File: config.mk
export PLATFORM = sky130hd
export DESIGN_NAME = traffic_conflict_monitor
export DESIGN_NICKNAME = d
export VERILOG_FILES = /design/src/rtl/traffic_conflict_monitor_pkg.sv /design/src/rtl/yellow_timer_check.sv /design/src/rtl/traffic_conflict_monitor.sv
export SDC_FILE = /design/constraint.sdc
export NUM_CORES = 1
export LEC_CHECK = 0
export ABC_CLOCK_PERIOD_IN_PS = 2500
export CAP_MARGIN = 20
export CORE_ASPECT_RATIO = 0.8
export CORE_MARGIN = 2
export CORE_UTILIZATION = 25
export DETAILED_ROUTE_END_ITERATION = 6
export GPL_ROUTABILITY_DRIVEN = 0
export HOLD_SLACK_MARGIN = 0.15
export PLACE_DENSITY = 0.53
export SLEW_MARGIN = 20
export SYNTH_ARGS = -nofsm -noshare
export SYNTH_HDL_FRONTEND = slang
export SYNTH_SLANG_ARGS = --single-unit
File: constraint.sdc
create_clock -name clk -period 2.5 [get_ports clk]
set_input_delay 0.5 -clock clk [delete_from_list [all_inputs] [get_ports clk]]
set_output_delay 0.5 -clock clk [all_outputs]
set_load 0.02 [all_outputs]
File: src/rtl/traffic_conflict_monitor_pkg.sv
// Shared definitions for the traffic conflict monitor: lamp encodings,
// fault cause codes, FSM state type and small lamp-vector helpers.
package traffic_conflict_monitor_pkg;

    // Lamp encodings (one-hot: red, yellow, green)
    localparam logic [2:0] RED    = 3'b100;
    localparam logic [2:0] YELLOW = 3'b010;
    localparam logic [2:0] GREEN  = 3'b001;

    // Fault cause codes; a lower number wins when several apply together
    localparam logic [2:0] FC_NONE         = 3'd0;
    localparam logic [2:0] FC_ONEHOT       = 3'd1;
    localparam logic [2:0] FC_CONFLICT     = 3'd2;
    localparam logic [2:0] FC_GREEN_RED    = 3'd3;
    localparam logic [2:0] FC_SHORT_YELLOW = 3'd4;

    // Approach indices into the packed lamp arrays
    localparam int NUM_APPROACH = 4;
    localparam int AP_M1 = 0;
    localparam int AP_S  = 1;
    localparam int AP_M2 = 2;
    localparam int AP_MT = 3;

    typedef enum logic [1:0] {
        MONITOR = 2'd0,
        LATCHED = 2'd1,
        RECOVER = 2'd2
    } state_e;

    // A lamp vector is legal only if it is exactly one of the three colours
    function automatic logic is_one_hot(input logic [2:0] v);
        return (v == RED) || (v == YELLOW) || (v == GREEN);
    endfunction

    // Non-red means showing yellow or green
    function automatic logic is_non_red(input logic [2:0] v);
        return (v == YELLOW) || (v == GREEN);
    endfunction

endpackage

File: src/rtl/yellow_timer_check.sv
// Per-approach transition checker: remembers the previous lamp vector and
// counts consecutive yellow cycles, flagging green->red jumps and yellow
// phases that end before MIN_YELLOW cycles.
module yellow_timer_check #(
    parameter int MIN_YELLOW = 2
) (
    input  logic       clk,
    input  logic       rst,
    input  logic [2:0] light,
    output logic       green_to_red,
    output logic       short_yellow
);
    import traffic_conflict_monitor_pkg::*;

    localparam int CNT_W = (MIN_YELLOW < 1) ? 1 : $clog2(MIN_YELLOW + 1);
    localparam logic [CNT_W-1:0] CNT_MAX = CNT_W'(MIN_YELLOW);
    localparam logic [CNT_W-1:0] CNT_ONE = CNT_W'(1);

    logic [2:0]       prev_q;
    logic [2:0]       prev_d;
    logic [CNT_W-1:0] yel_cnt_q;
    logic [CNT_W-1:0] yel_cnt_d;

    assign prev_d = light;

    // Yellow-run counter: count up while yellow, saturate, clear otherwise
    always_comb begin
        // NOTE: every always_comb output gets a default first so no path leaves it unassigned (no latch).
        yel_cnt_d = yel_cnt_q;
        if (light == YELLOW) begin
            if (yel_cnt_q != CNT_MAX) begin
                yel_cnt_d = yel_cnt_q + CNT_ONE;
            end
        end else begin
            yel_cnt_d = '0;
        end
    end

    // Previous-input and yellow-run registers update every cycle
    always_ff @(posedge clk or posedge rst) begin
        if (rst) begin
            prev_q    <= RED;
            yel_cnt_q <= '0;
        end else begin
            // NOTE: non-blocking assignments so every flop samples pre-edge values.
            prev_q    <= prev_d;
            yel_cnt_q <= yel_cnt_d;
        end
    end

    assign green_to_red = (prev_q == GREEN) && (light == RED);
    assign short_yellow = (prev_q == YELLOW) && (light == RED) && (yel_cnt_q < CNT_MAX);

endmodule

File: src/rtl/traffic_conflict_monitor.sv
// Safety stage between the signal controller and the lamp drivers. Passes the
// controller's lamp vectors through one register while they are legal; on any
// violation it forces all approaches red, latches a cause code and waits for
// an operator clear followed by an enforced all-red hold.
module traffic_conflict_monitor #(
    parameter int MIN_YELLOW  = 2,
    parameter int ALLRED_HOLD = 2
) (
    input  logic       clk,
    input  logic       rst,
    input  logic [2:0] light_M1,
    input  logic [2:0] light_S,
    input  logic [2:0] light_M2,
    input  logic [2:0] light_MT,
    input  logic       fault_clear,
    output logic [2:0] safe_M1,
    output logic [2:0] safe_S,
    output logic [2:0] safe_M2,
    output logic [2:0] safe_MT,
    output logic       fault,
    output logic [2:0] fault_code,
    output logic [7:0] fault_count
);
    import traffic_conflict_monitor_pkg::*;

    localparam int HOLD_W = (ALLRED_HOLD < 1) ? 1 : $clog2(ALLRED_HOLD + 1);
    localparam logic [HOLD_W-1:0] HOLD_LOAD = HOLD_W'(ALLRED_HOLD);
    localparam logic [HOLD_W-1:0] HOLD_ONE  = HOLD_W'(1);

    logic [NUM_APPROACH-1:0][2:0] light;
    logic [NUM_APPROACH-1:0]      one_hot_ok;
    logic [NUM_APPROACH-1:0]      non_red;
    logic [NUM_APPROACH-1:0]      green_to_red;
    logic [NUM_APPROACH-1:0]      short_yellow;

    logic       conflict;
    logic       all_red;
    logic       violation;
    logic [2:0] viol_code;

    state_e                       state_q, state_d;
    logic [NUM_APPROACH-1:0][2:0] safe_q, safe_d;
    logic                         fault_q, fault_d;
    logic [2:0]                   fault_code_q, fault_code_d;
    logic [7:0]                   fault_count_q, fault_count_d;
    logic [7:0]                   fault_count_inc;
    logic [HOLD_W-1:0]            hold_q, hold_d;

    assign light = {light_MT, light_M2, light_S, light_M1};

    for (genvar i = 0; i < NUM_APPROACH; i++) begin : g_approach
        yellow_timer_check #(
            .MIN_YELLOW (MIN_YELLOW)
        ) u_yellow_timer_check (
            .clk          (clk),
            .rst          (rst),
            .light        (light[i]),
            .green_to_red (green_to_red[i]),
            .short_yellow (short_yellow[i])
        );

        assign one_hot_ok[i] = is_one_hot(light[i]);
        assign non_red[i]    = is_non_red(light[i]);
    end

    // S conflicts with every main approach; the turn lane conflicts with M2.
    // M1 and M2 are opposing through movements and may run together.
    assign conflict = (non_red[AP_S] && (non_red[AP_M1] || non_red[AP_M2] || non_red[AP_MT]))
                   || (non_red[AP_MT] && non_red[AP_M2]);

    assign all_red = (light[AP_M1] == RED) && (light[AP_S] == RED)
                  && (light[AP_M2] == RED) && (light[AP_MT] == RED);

    // Violation classification, lowest code number wins
    always_comb begin
        viol_code = FC_NONE;
        if (!(&one_hot_ok)) begin
            viol_code = FC_ONEHOT;
        end else if (conflict) begin
            viol_code = FC_CONFLICT;
        end else if (|green_to_red) begin
            viol_code = FC_GREEN_RED;
        end else if (|short_yellow) begin
            viol_code = FC_SHORT_YELLOW;
        end
    end

    assign violation       = (viol_code != FC_NONE);
    assign fault_count_inc = (fault_count_q == 8'hFF) ? fault_count_q : fault_count_q + 8'd1;

    // Fault FSM next-state and registered-output selection
    always_comb begin
        state_d       = state_q;
        safe_d        = {NUM_APPROACH{RED}};
        fault_d       = fault_q;
        fault_code_d  = fault_code_q;
        fault_count_d = fault_count_q;
        hold_d        = hold_q;

        unique case (state_q)
            MONITOR: begin
                if (violation) begin
                    state_d       = LATCHED;
                    fault_d       = 1'b1;
                    fault_code_d  = viol_code;
                    fault_count_d = fault_count_inc;
                end else begin
                    safe_d  = light;
                    fault_d = 1'b0;
                end
            end

            LATCHED: begin
                fault_d = 1'b1;
                if (fault_clear && all_red) begin
                    state_d = RECOVER;
                    hold_d  = HOLD_LOAD;
                end
            end

            RECOVER: begin
                fault_d = 1'b1;
                if (violation || !all_red) begin
                    // A legal but non-red lamp during the enforced all-red hold
                    // is reported as a conflict with that hold.
                    state_d       = LATCHED;
                    fault_code_d  = violation ? viol_code : FC_CONFLICT;
                    fault_count_d = fault_count_inc;
                    hold_d        = '0;
                end else if (hold_q <= HOLD_ONE) begin
                    state_d      = MONITOR;
                    fault_d      = 1'b0;
                    fault_code_d = FC_NONE;
                    hold_d       = '0;
                end else begin
                    hold_d = hold_q - HOLD_ONE;
                end
            end

            default: begin
                state_d = MONITOR;
            end
        endcase
    end

    // FSM state and registered lamp/fault outputs
    always_ff @(posedge clk or posedge rst) begin
        if (rst) begin
            state_q       <= MONITOR;
            safe_q        <= {NUM_APPROACH{RED}};
            fault_q       <= 1'b0;
            fault_code_q  <= FC_NONE;
            fault_count_q <= 8'd0;
            hold_q        <= '0;
        end else begin
            state_q       <= state_d;
            safe_q        <= safe_d;
            fault_q       <= fault_d;
            fault_code_q  <= fault_code_d;
            fault_count_q <= fault_count_d;
            hold_q        <= hold_d;
        end
    end

    assign safe_M1     = safe_q[AP_M1];
    assign safe_S      = safe_q[AP_S];
    assign safe_M2     = safe_q[AP_M2];
    assign safe_MT     = safe_q[AP_MT];
    assign fault       = fault_q;
    assign fault_code  = fault_code_q;
    assign fault_count = fault_count_q;

endmodule

==> impl_metrics.json <==
{
  "drive_above_1_share_pct": 24.3,
  "holdBufCountCts": 0,
  "synthArstFlopShare_pct": 100,
  "syn_area_um2": 2280,
  "viasPerCell": 4.39,
  "cp_max_fo": 4,
  "syn_avg_cell_area_um2": 10.7,
  "cp.required_ns": 2.67,
  "wl_mm": 5.07,
  "pwr-share-comb_pct": 28.4,
  "ant_nets": 0,
  "grt_start_max_net_pins": 30,
  "wl_per_cell_um": 12.3,
  "timing.slew.headroom_pct": 70.5,
  "place_inst": 401,
  "cts.htree.levels": 2,
  "setup_viol": 0,
  "drtPass1Iterations": 4,
  "final_cell_mix": "dfrtp_1, buf_4, clkdlybuf4s50_1, nor2_1, inv_1",
  "irDropWorstVdd_uv": 479,
  "final_nets": 319,
  "tightest_slew_ns": 0.443,
  "cts_tree": "done",
  "drt-initial-drc-count": 71,
  "diodes": 0,
  "cp.arrival_ns": 2.58,
  "cts.clk_slew.worst_paths_ns": 0.06,
  "intPower_mw": 1.73,
  "status": "finished, final reports clean",
  "numCtsBuffers": 5,
  "syn-num-nets": 237,
  "fmaxAchievable_ghz": 0.415,
  "p_leak_nw": 1.53,
  "root_buffer": "clkbuf_16",
  "hp-class": "register to register",
  "dp_hpwl_mm": 3.98,
  "ys_warn_count": 0,
  "synth_edf_count": 0,
  "ioPinCount": 39,
  "final_common_cell": "dfrtp_1",
  "fp.dieW_um": 111,
  "total_power_mw": 2.42,
  "fin_crit_ns": 2.41,
  "clk_latency_ns": 0.28,
  "rows": 31,
  "setup.worst_path.start_class": "primary input",
  "fill_cells": 897,
  "rrSetupSlack_ns": 0.36,
  "ys_ff_latch": 48,
  "start_util_pct": 25.4,
  "grt_pass1_vias": 1850,
  "p_seq_share_pct": 39.3,
  "ys_seq_area_share_pct": 53.1,
  "clock_skew_ns": 0.00362,
  "path_class": "primary input to register",
  "pwr-share-clk_pct": 32.3,
  "grt_overflow": 0,
  "slew_violations": 0,
  "synth_cells": 213,
  "vias": 1804,
  "clockBufferDepth": 2,
  "hold_viol": 0,
  "worstSetupEndpointType": "register",
  "synthFlopType": "dfrtp_1",
  "cts.sinks": 48,
  "die_y_um": 89.4,
  "antenna_found_initial": 0,
  "power_density_nw_per_um2": 727,
  "grtUsageTotal_pct": 11.3,
  "finalNonFillerCells": 411,
  "rsz0062_at_grt": "no",
  "drc_errors": 0,
  "p_sw_share_pct": 28.7,
  "core_um2": 8960,
  "grt_pass1_wl_mm": 8.92,
  "period_share_pct": 96.3,
  "p_sw_mw": 0.695,
  "syn_to_final_growth_pct": 46.1,
  "max-cap-violations": 0,
  "place.port_buffers": 38,
  "die_area_um2": 9900,
  "synth_cell_types": 47
}
[critical path: stages]
cell,delay (ns)
clkdlybuf4s50_1,0.53
nor4b_1,0.08
buf_4,0.14
a32oi_1,0.31
o311ai_2,0.22
nor3_4,0.28
a21o_1,0.19
nor2_2,0.05
mux2_4,0.28
[Yosys cell counts (all sizes together) (3+ instances only)]
cell     n  area, µm²
dfrtp   40       1000
nor2    27        104
inv     16       60.1
nand2   13       48.8
and2     9       56.3
ha       9        113
xor2     9       78.8
dfstp    8        210
a21oi    7       46.3
xnor2    7       61.3
nand3    6       30.0
nand4    5       31.3
mux2     4       45.0
nor3     4       25.0
a22oi    3       22.5
a31oi    3       18.8
and3     3       18.8
nand2b   3       18.8
nand3b   3       22.5
nor4b    3       26.3
o21ai    3       15.0
or3b     3       28.8
[sequential cells by signal, summed over array words and instances, names as in the netlist]
register and count:
fault 1, safe_S 3, safe_M2 3, fault_count 8
safe_M1 3, g_approach.u_yellow_timer_check.prev_q 12, hold_q 2, fault_code 3
safe_MT 3, g_approach.u_yellow_timer_check.yel_cnt_q 8, state_q 2
[metal layers]
layer	vias to the layer above	part of all wire (%)	track usage [%]
met5	-	0	0
met4	0	0.89	3.07
met3	5	4.9	3.39
met2	35	43	17.5
met1	863	52	15.6
li1	901	-	-
[cells by family (layout without fill, tap and decap cells)]
group	Yosys count	after routing	share of synthesized area, %
multiplexers	4	4	1.98
AO/OA/AOI/OAI	32	32	10.3
XOR/XNOR	16	16	6.15
buffers and inverters	18	101	3.02
adder cells (fa/ha/maj)	9	9	4.94
AND/OR/NAND/NOR	86	86	20.5
flip-flops	48	48	53.1
[layout make-up]
cell class,count,area (µm²),area share [%]
inverter,16,60.1,1.80
clock buffer,6,139,4.17
tap,115,144,4.32
timing repair buffer,77,697,20.9
sequential,48,1210,36.4
multi-input combinational,147,1040,31.3
clock inverter,2,38.8,1.16
[stage by stage]
stage                     instance area (µm²)  setup TNS (ns)  setup slack, ns  utilization [%]  hold WS [ns]
after floorplan                          2280               0            0.106                -         0.489
after global placement                   3090           -8.61           -0.435             34.4         0.480
after detailed placement                 3090           -9.61           -0.468             34.4         0.481
after CTS                                3290               0          0.00955             36.8         0.495
after global routing                     3330               0           0.0170             37.2         0.507
final                                    3330               0           0.0922             37.2         0.492
[final timing paths]
path,startpoint,endpoint,depth (start not counted)
max,light_MT[0],fault_count[6],9
min,fault_count[5],fault_count[5],1
max reg2reg,g_approach[3].u_yellow_timer_check.prev_q[2],fault_count[6],8
min reg2reg,fault_count[5],fault_count[5],1
max in group asynchronous,rst,g_approach[2].u_yellow_timer_check.prev_q[2],3
min in group asynchronous,rst,fault,2
[power groups by stage]
| stage | sequential [mW] | combinational, mW | clock, mW |
|---|---|---|---|
| 6_report | 0.950 | 0.687 | 0.783 |
| 5_1_grt | 0.966 | 0.762 | 0.846 |
| 4_1_cts | 0.953 | 0.681 | 0.809 |
| 3_5_place_dp | 0.966 | 0.663 | 0 |
| 3_3_place_gp | 0.963 | 0.658 | 0 |
| 2_1_floorplan | 1.03 | 0.303 | 0 |
[what timing repair did]
action	in CTS	in global routing
endpoints found under the setup margin	22	13
resized for setup	8	8
hold endpoints to repair	0	0
pin swaps	6	5
buffers inserted	1	1
No activity file was read; power rests on OpenSTA's default activity.
